File: src/rtl/div_arb_pkg.sv
// div_arb_pkg: shared FSM state type and watchdog constant for div_share_arbiter.
package div_arb_pkg;

    typedef enum logic [2:0] {
        ST_IDLE,
        ST_CLR,
        ST_LAUNCH,
        ST_WAIT,
        ST_RESP
    } arb_state_e;

    // WAIT-state watchdog length, in cycles, for an n-bit shared divider.
    function automatic int unsigned timeout_cycles(input int unsigned n);
        return 2 * n + 8;
    endfunction

endpackage

File: src/rtl/div_share_arbiter_rr_pick.sv
// rr_pick: combinational round-robin picker; the search starts one past last_grant.
module rr_pick #(
    parameter  int NREQ = 4,
    localparam int IDW  = $clog2(NREQ)
) (
    input  logic [NREQ-1:0] valid,
    input  logic [IDW-1:0]  last_grant,
    output logic [NREQ-1:0] grant,
    output logic [IDW-1:0]  grant_idx,
    output logic            any
);

    logic [IDW-1:0] cand;

    // Walk the requesters in rotated order and take the first valid one.
    always_comb begin
        grant     = '0;
        grant_idx = '0;
        any       = 1'b0;
        cand      = '0;
        for (int unsigned k = 1; k <= NREQ; k++) begin
            cand = IDW'((32'(last_grant) + k) % NREQ);
            if (!any && valid[cand]) begin
                any         = 1'b1;
                grant[cand] = 1'b1;
                grant_idx   = cand;
            end
        end
    end

endmodule

File: src/rtl/div_share_arbiter.sv
// div_share_arbiter: serialises NREQ requesters onto one shared divider,
// one operation in flight at a time (IDLE -> CLR -> LAUNCH -> WAIT -> RESP).
// Optional feature: define DIV_ARB_TIMEOUT_EN to add a WAIT watchdog that
// forces a zero result flagged by the extra rsp_timeout output.
module div_share_arbiter
    import div_arb_pkg::*;
#(
    parameter  int N    = 32,
    parameter  int NREQ = 4,
    localparam int IDW  = $clog2(NREQ)
) (
    input  logic               clk,
    input  logic               rst,
    input  logic [NREQ-1:0]    req_valid,
    output logic [NREQ-1:0]    req_ready,
    input  logic [NREQ*N-1:0]  req_x,
    input  logic [NREQ*N-1:0]  req_y,
    input  logic [NREQ-1:0]    req_signed,
    output logic               rsp_valid,
    input  logic               rsp_ready,
    output logic [IDW-1:0]     rsp_id,
    output logic [N-1:0]       rsp_q,
    output logic [N-1:0]       rsp_r,
    output logic               rsp_dbz,
`ifdef DIV_ARB_TIMEOUT_EN
    output logic               rsp_timeout,
`endif
    output logic               div_rst,
    output logic               div_start,
    output logic               div_signed,
    output logic [N-1:0]       div_x,
    output logic [N-1:0]       div_y,
    input  logic               div_done,
    input  logic               div_dbz,
    input  logic [N-1:0]       div_q,
    input  logic [N-1:0]       div_r
);

`ifdef DIV_ARB_TIMEOUT_EN
    localparam int unsigned TO = timeout_cycles(N);
    localparam int          CW = $clog2(TO);
`endif

    arb_state_e     state_q, state_d;
    logic [IDW-1:0] last_q, last_d;
    logic [N-1:0]   x_q, x_d, y_q, y_d;
    logic           sgn_q, sgn_d;
    logic [IDW-1:0] id_q, id_d;
    logic           rv_q, rv_d;
    logic [IDW-1:0] rid_q, rid_d;
    logic [N-1:0]   rq_q, rq_d, rr_q, rr_d;
    logic           rdbz_q, rdbz_d;
`ifdef DIV_ARB_TIMEOUT_EN
    logic [CW-1:0]  cnt_q, cnt_d;
    logic           rto_q, rto_d;
`endif

    logic [NREQ-1:0] pick_grant;
    logic [IDW-1:0]  pick_idx;
    logic            pick_any;

    rr_pick #(.NREQ(NREQ)) u_pick (
        .valid      (req_valid),
        .last_grant (last_q),
        .grant      (pick_grant),
        .grant_idx  (pick_idx),
        .any        (pick_any)
    );

    // Next-state and next-register computation for the single-operation FSM.
    always_comb begin
        state_d = state_q;
        last_d  = last_q;
        x_d     = x_q;
        y_d     = y_q;
        sgn_d   = sgn_q;
        id_d    = id_q;
        rv_d    = rv_q;
        rid_d   = rid_q;
        rq_d    = rq_q;
        rr_d    = rr_q;
        rdbz_d  = rdbz_q;
`ifdef DIV_ARB_TIMEOUT_EN
        cnt_d   = cnt_q;
        rto_d   = rto_q;
`endif
        unique case (state_q)
            ST_IDLE: begin
                // req_ready equals the picker grant here, so any valid is a handshake.
                if (pick_any) begin
                    x_d     = req_x[int'(pick_idx) * N +: N];
                    y_d     = req_y[int'(pick_idx) * N +: N];
                    sgn_d   = req_signed[pick_idx];
                    id_d    = pick_idx;
                    last_d  = pick_idx;
                    state_d = ST_CLR;
                end
            end
            ST_CLR: begin
                state_d = ST_LAUNCH;
            end
            ST_LAUNCH: begin
`ifdef DIV_ARB_TIMEOUT_EN
                cnt_d   = '0;
`endif
                state_d = ST_WAIT;
            end
            ST_WAIT: begin
                if (div_done) begin
                    rv_d    = 1'b1;
                    rid_d   = id_q;
                    rq_d    = div_q;
                    rr_d    = div_r;
                    rdbz_d  = div_dbz;
`ifdef DIV_ARB_TIMEOUT_EN
                    rto_d   = 1'b0;
`endif
                    state_d = ST_RESP;
                end
`ifdef DIV_ARB_TIMEOUT_EN
                else if (cnt_q == CW'(TO - 1)) begin
                    rv_d    = 1'b1;
                    rid_d   = id_q;
                    rq_d    = '0;
                    rr_d    = '0;
                    rdbz_d  = 1'b0;
                    rto_d   = 1'b1;
                    state_d = ST_RESP;
                end else begin
                    cnt_d   = cnt_q + 1'b1;
                end
`endif
            end
            ST_RESP: begin
                if (rsp_ready) begin
                    rv_d    = 1'b0;
                    state_d = ST_IDLE;
                end
            end
            default: begin
                state_d = ST_IDLE;
            end
        endcase
    end

    // State and register update; reset aborts any in-flight operation.
    always_ff @(posedge clk) begin
        if (rst) begin
            state_q <= ST_IDLE;
            last_q  <= IDW'(NREQ - 1);
            x_q     <= '0;
            y_q     <= '0;
            sgn_q   <= 1'b0;
            id_q    <= '0;
            rv_q    <= 1'b0;
            rid_q   <= '0;
            rq_q    <= '0;
            rr_q    <= '0;
            rdbz_q  <= 1'b0;
`ifdef DIV_ARB_TIMEOUT_EN
            cnt_q   <= '0;
            rto_q   <= 1'b0;
`endif
        end else begin
            state_q <= state_d;
            last_q  <= last_d;
            x_q     <= x_d;
            y_q     <= y_d;
            sgn_q   <= sgn_d;
            id_q    <= id_d;
            rv_q    <= rv_d;
            rid_q   <= rid_d;
            rq_q    <= rq_d;
            rr_q    <= rr_d;
            rdbz_q  <= rdbz_d;
`ifdef DIV_ARB_TIMEOUT_EN
            cnt_q   <= cnt_d;
            rto_q   <= rto_d;
`endif
        end
    end

    // Grants only in IDLE and never while reset is applied.
    always_comb begin
        req_ready = '0;
        if (state_q == ST_IDLE && !rst) begin
            req_ready = pick_grant;
        end
    end

    assign div_rst    = rst | (state_q == ST_CLR);
    assign div_start  = (state_q == ST_LAUNCH);
    assign div_signed = sgn_q;
    assign div_x      = x_q;
    assign div_y      = y_q;

    assign rsp_valid  = rv_q;
    assign rsp_id     = rid_q;
    assign rsp_q      = rq_q;
    assign rsp_r      = rr_q;
    assign rsp_dbz    = rdbz_q;
`ifdef DIV_ARB_TIMEOUT_EN
    assign rsp_timeout = rto_q;
`endif

endmodule
File: config.mk
export PLATFORM = sky130hd
export DESIGN_NAME = div_share_arbiter
export DESIGN_NICKNAME = d
export VERILOG_FILES = /design/src/rtl/div_arb_pkg.sv /design/src/rtl/div_share_arbiter_rr_pick.sv /design/src/rtl/div_share_arbiter.sv
export SDC_FILE = /design/constraint.sdc
export NUM_CORES = 1
export LEC_CHECK = 0
export BUFFER_PORTS_ARGS = -buffer_cell sky130_fd_sc_hd__buf_2
export CAP_MARGIN = 5
export CORE_AREA = 5 5 182 184
export DETAILED_ROUTE_END_ITERATION = 7
export DIE_AREA = 0 0 187 189
export HOLD_SLACK_MARGIN = 0.06
export PLACE_DENSITY = 0.59
export SYNTH_ARGS = -nofsm -noshare
export SYNTH_HDL_FRONTEND = slang
export SYNTH_SLANG_ARGS = --single-unit
File: constraint.sdc
create_clock -name clk -period 8.1 [get_ports clk]
set_input_delay 0 -clock clk [delete_from_list [all_inputs] [get_ports clk]]
set_output_delay 0 -clock clk [all_outputs]
set_load 0.02 [all_outputs]
==> flow_results.org <==
** Critical path
- The worst setup path is of the flip-flop to flip-flop kind.
- The critical path goes through inv_1 > ha_1 > mux4_2 > and2b_4 > o21ai_4 > buf_4 > nand2_4 > buf_4 > a211oi_1 > dlygate4sd3_1 > o31ai_1 > dlygate4sd3_1.
- STA classifies the critical path endpoint as a flip-flop.
- Maximum fanout count along the critical path :: 60
- Crit path DAT :: 5.92 ns
- Worst path max stage delay :: 0.69 ns
- For this design, the slowest cell found on the critical path is sky130_fd_sc_hd__dfxtp_1.
- Setup slack on the worst flop-to-flop path :: 2.51 ns
- Crit start category :: flip-flop
- Critical path required time :: 8.43 ns

** Logic synthesis
- Top FF cell, synth :: sky130_fd_sc_hd__dfxtp_1
- In this run, synthesis inferred 0 flip-flops with an integrated enable.
- Netlist area before placement :: 7535 µm²
- Number of nets produced by synthesis :: 1225
- After synthesis, the share of flip-flops with an asynchronous set or reset is 0%.
- Count of yosys warnings during synthesis :: 0
- Share of the yosys chip area belonging to registers :: 37.20%
- Number of different library cells in the post-synthesis netlist :: 45
- Counting every instance in the synthesized netlist gives 884.
- Avg Inst Size Synth :: 8.523 µm²
- Flip-flop and latch count after synthesis :: 140

** Placed design
- Routability-driven placement finished with a final weighted congestion of 0.8196.
- Count of buffers inserted at the top-level ports :: 471
- In this run, placement finished with an instance count of 1672.
- Summed over all nets, the half-perimeter wirelength after detailed placement is 24.40 mm.

** STA
- For the pin with the worst max-slew slack, the measured transition is 1.198 ns.
- RSZ-0062 raised after global routing :: false
- Summed over all failing endpoints, the final setup total negative slack is 0 ns.
- Timing would allow up to 0.1789 GHz.
- Max-slew violation total from the final report :: 0
- Setup violations remaining at the end of the flow were counted as 0.
- On the final layout, the worst clock skew is 0.01254 ns.
- Count of endpoints failing hold in the final timing report :: 0
- The final critical path takes up 69.03% of the cycle.
- Measured against its own limit, the worst slew margin works out to 19.90%.
- The worst path needs 5.591 ns of the cycle, external delays included.

** Floorplan
- Placement row count :: 65
- The die covers 35340 µm².
- The initial utilization of the core area, before any placement, comes to 24.13%.
- The die is 187 µm wide.
- Pin placement for this block handled 472 I/O pins.
- Placeable Area :: 31230 µm²
- Die Height :: 189 µm

** Final layout
- Highest-count cells in the layout ignoring fill and taps :: 470 x sky130_fd_sc_hd__buf_2, 282 x sky130_fd_sc_hd__dlygate4sd3_1, 140 x sky130_fd_sc_hd__dfxtp_1
- Cells with a size suffix above 1 make up 33.82% of the layout.
- The final layout contains 1912 nets.
- Count of non-filler cells in the finished layout :: 1992
- After filler insertion, the fill cell instance count of the layout stands at 3056.
- Most common cell after layout, fill and taps aside :: sky130_fd_sc_hd__buf_2
- The area growth from synthesis to layout is 78.63%.

** Clock tree
- In this run, post-CTS repair resized a total of 0 instances.
- CTS tree :: done
- H-tree lvl count :: 4
- Total number of clock tree sinks :: 140
- Clock latency at the later pin of the worst-skew pair :: 0.44 ns
- In this run the deepest clock path goes through 2 buffers.
- The number of clock buffers added by TritonCTS is 17.
- Clock transition at the register clock pins on the worst setup and hold paths after CTS :: 0.07 ns
- Once the clock tree was built, the setup fixing pass inserted 0 buffers.
- Clock tree synthesis selected as its root buffer the cell sky130_fd_sc_hd__clkbuf_16.
- Hold repair after CTS inserted 282 buffers.

** GRT
- Pin count of the biggest net entering global routing :: 99
- The initial antenna violation count came to 10.
- The number of global-route vias before repair is 10353.
- First-pass GRT wire length :: 57.60 mm
- In the global route stage, overall resource usage came out at 20.17%.
- Grt ovf :: 0

** Power
- Areal power density over the cells :: 367.0 nW/µm²
- Leak :: 0.006130 µW
- Peak supply drop :: 0.0002093 V

** Detailed routing
- Via density :: 5.001
- For this block, the initial DRC count from the detailed router was 516.
- For this run, design rule violations remaining after detail routing come to 0.
- Routed vias :: 9961
- For this run, the detailed router's first-pass iteration total came to 5.
- Mean routed wirelength per cell :: 18.54 µm
- Remaining number of nets flagged by the antenna check after routing :: 0
- The routed design has 36.93 mm of wire.

** Min path
- Type of the most critical hold path :: primary input to flip-flop

** Run
- Across the run, the number of max-cap violations was 0.

** Outcome
- The flow ran to the end, and the final reports show no timing, DRC or antenna violations.
-- synth_stat cells, types with 2 or more instances --
| library cell | n | area, µm² |
|---|---|---|
| sky130_fd_sc_hd__dfxtp_1 | 140 | 2803 |
| sky130_fd_sc_hd__nand2_1 | 138 | 518.0 |
| sky130_fd_sc_hd__a21oi_1 | 73 | 365.4 |
| sky130_fd_sc_hd__clkbuf_1 | 65 | 244.0 |
| sky130_fd_sc_hd__a211oi_1 | 57 | 427.9 |
| sky130_fd_sc_hd__and3_1 | 57 | 356.6 |
| sky130_fd_sc_hd__a2111oi_0 | 43 | 376.6 |
| sky130_fd_sc_hd__nor3_1 | 43 | 215.2 |
| sky130_fd_sc_hd__mux2i_1 | 39 | 390.4 |
| sky130_fd_sc_hd__o21bai_1 | 38 | 285.3 |
| sky130_fd_sc_hd__a2111oi_1 | 30 | 300.3 |
| sky130_fd_sc_hd__nand3b_1 | 28 | 210.2 |
| sky130_fd_sc_hd__o31ai_1 | 28 | 210.2 |
| sky130_fd_sc_hd__nor2_1 | 17 | 63.81 |
| sky130_fd_sc_hd__buf_2 | 12 | 60.06 |
| sky130_fd_sc_hd__buf_6 | 9 | 101.4 |
| sky130_fd_sc_hd__ha_1 | 8 | 100.1 |
| sky130_fd_sc_hd__buf_4 | 6 | 45.04 |
| sky130_fd_sc_hd__nand2b_1 | 5 | 31.28 |
| sky130_fd_sc_hd__a221oi_1 | 4 | 35.03 |
| sky130_fd_sc_hd__a22oi_1 | 4 | 30.03 |
| sky130_fd_sc_hd__buf_1 | 4 | 15.01 |
| sky130_fd_sc_hd__inv_1 | 4 | 15.01 |
| sky130_fd_sc_hd__mux2_2 | 4 | 45.04 |
| sky130_fd_sc_hd__mux4_2 | 4 | 90.09 |
| sky130_fd_sc_hd__nand3_1 | 3 | 15.01 |
| sky130_fd_sc_hd__and2_1 | 2 | 12.51 |
| sky130_fd_sc_hd__o21ai_0 | 2 | 10.01 |
-- kinds of logic (layout without fill, tap and decap cells) --
group                    Yosys count  in the layout  synth area share, %
other                              0              8                    0
AND/OR/NAND/NOR                  300            300                19.76
flip-flops                       140            140                37.20
buffers and inverters            101            799                6.443
XOR/XNOR                           1              1               0.1163
AO/OA/AOI/OAI                    287            287                28.18
adder cells (fa/ha/maj)            8              8                1.329
multiplexers                      47             47                6.974
-- worst paths after layout --
path	start	end	cells after the start
worst max-delay path	last_q[0]	div_y[27]	12
worst min register to register	rsp_r[19]	rsp_r[19]	2
worst max register to register	last_q[0]	div_y[27]	12
worst min-delay path	rst	last_q[1]	2
-- through the flow --
step	total power (µW)	utilization [%]	setup slack (ns)	instance area (µm²)	hold slack [ns]
global route	5274	43.08	2.144	13450	0.1238
global placement	3391	32.22	3.541	10060	0.2421
detailed placement	3409	32.22	3.398	10060	0.2462
floorplan	2792	-	4.900	7535	0.1360
CTS	4913	43.03	2.618	13440	0.07484
finish	4940	43.10	2.509	13460	0.1084
-- worst max-delay path: cells and delay by family, from the launching register on --
family / cells / cell delay [ns]
adder cells (fa/ha/maj): 1 / 0.52
multiplexers: 1 / 0.63
buffers and inverters: 5 / 2.39
flip-flops: 1 / 0.69
AO/OA/AOI/OAI: 3 / 0.54
AND/OR/NAND/NOR: 2 / 0.64
-- power breakdown --
group          leakage [µW]  switching, µW  internal [µW]
logic               0.00473           1740           1470
registers           0.00115            108            856
clock network      0.000257            335            429
-- layout make-up --
cell class / instances / area (µm²) / share of cell area [%]
Multi-Input combinational cell: 643 / 4290 / 31.88
Antenna cell: 8 / 20.02 / 0.1487
Clock buffer: 18 / 439.2 / 3.263
Inverter: 4 / 15.01 / 0.1116
Sequential cell: 140 / 2803 / 20.82
Clock inverter: 12 / 116.4 / 0.8646
Tap cell: 402 / 503.0 / 3.737
Timing Repair Buffer: 765 / 5273 / 39.17
-- layer usage --
metal  global-route usage [%]  vias up  part of all wire [%]
met1                    22.34     4701                    38
met2                    34.93      472                    50
met3                    7.596       73                   8.9
li1                         -     4711                     -
met4                    8.362        4                   3.2
met5                        0        -                 0.068
-- sequential cells by signal, indices dropped and copies added (netlist names) --
register,flops
div_x,32
div_y,32
rsp_q,32
rsp_r,32
state_q,3
id_q,2
last_q,2
rsp_id,2
div_signed,1
rsp_dbz,1
rsp_valid,1
Note: power is estimated with default switching activity, not from simulation.
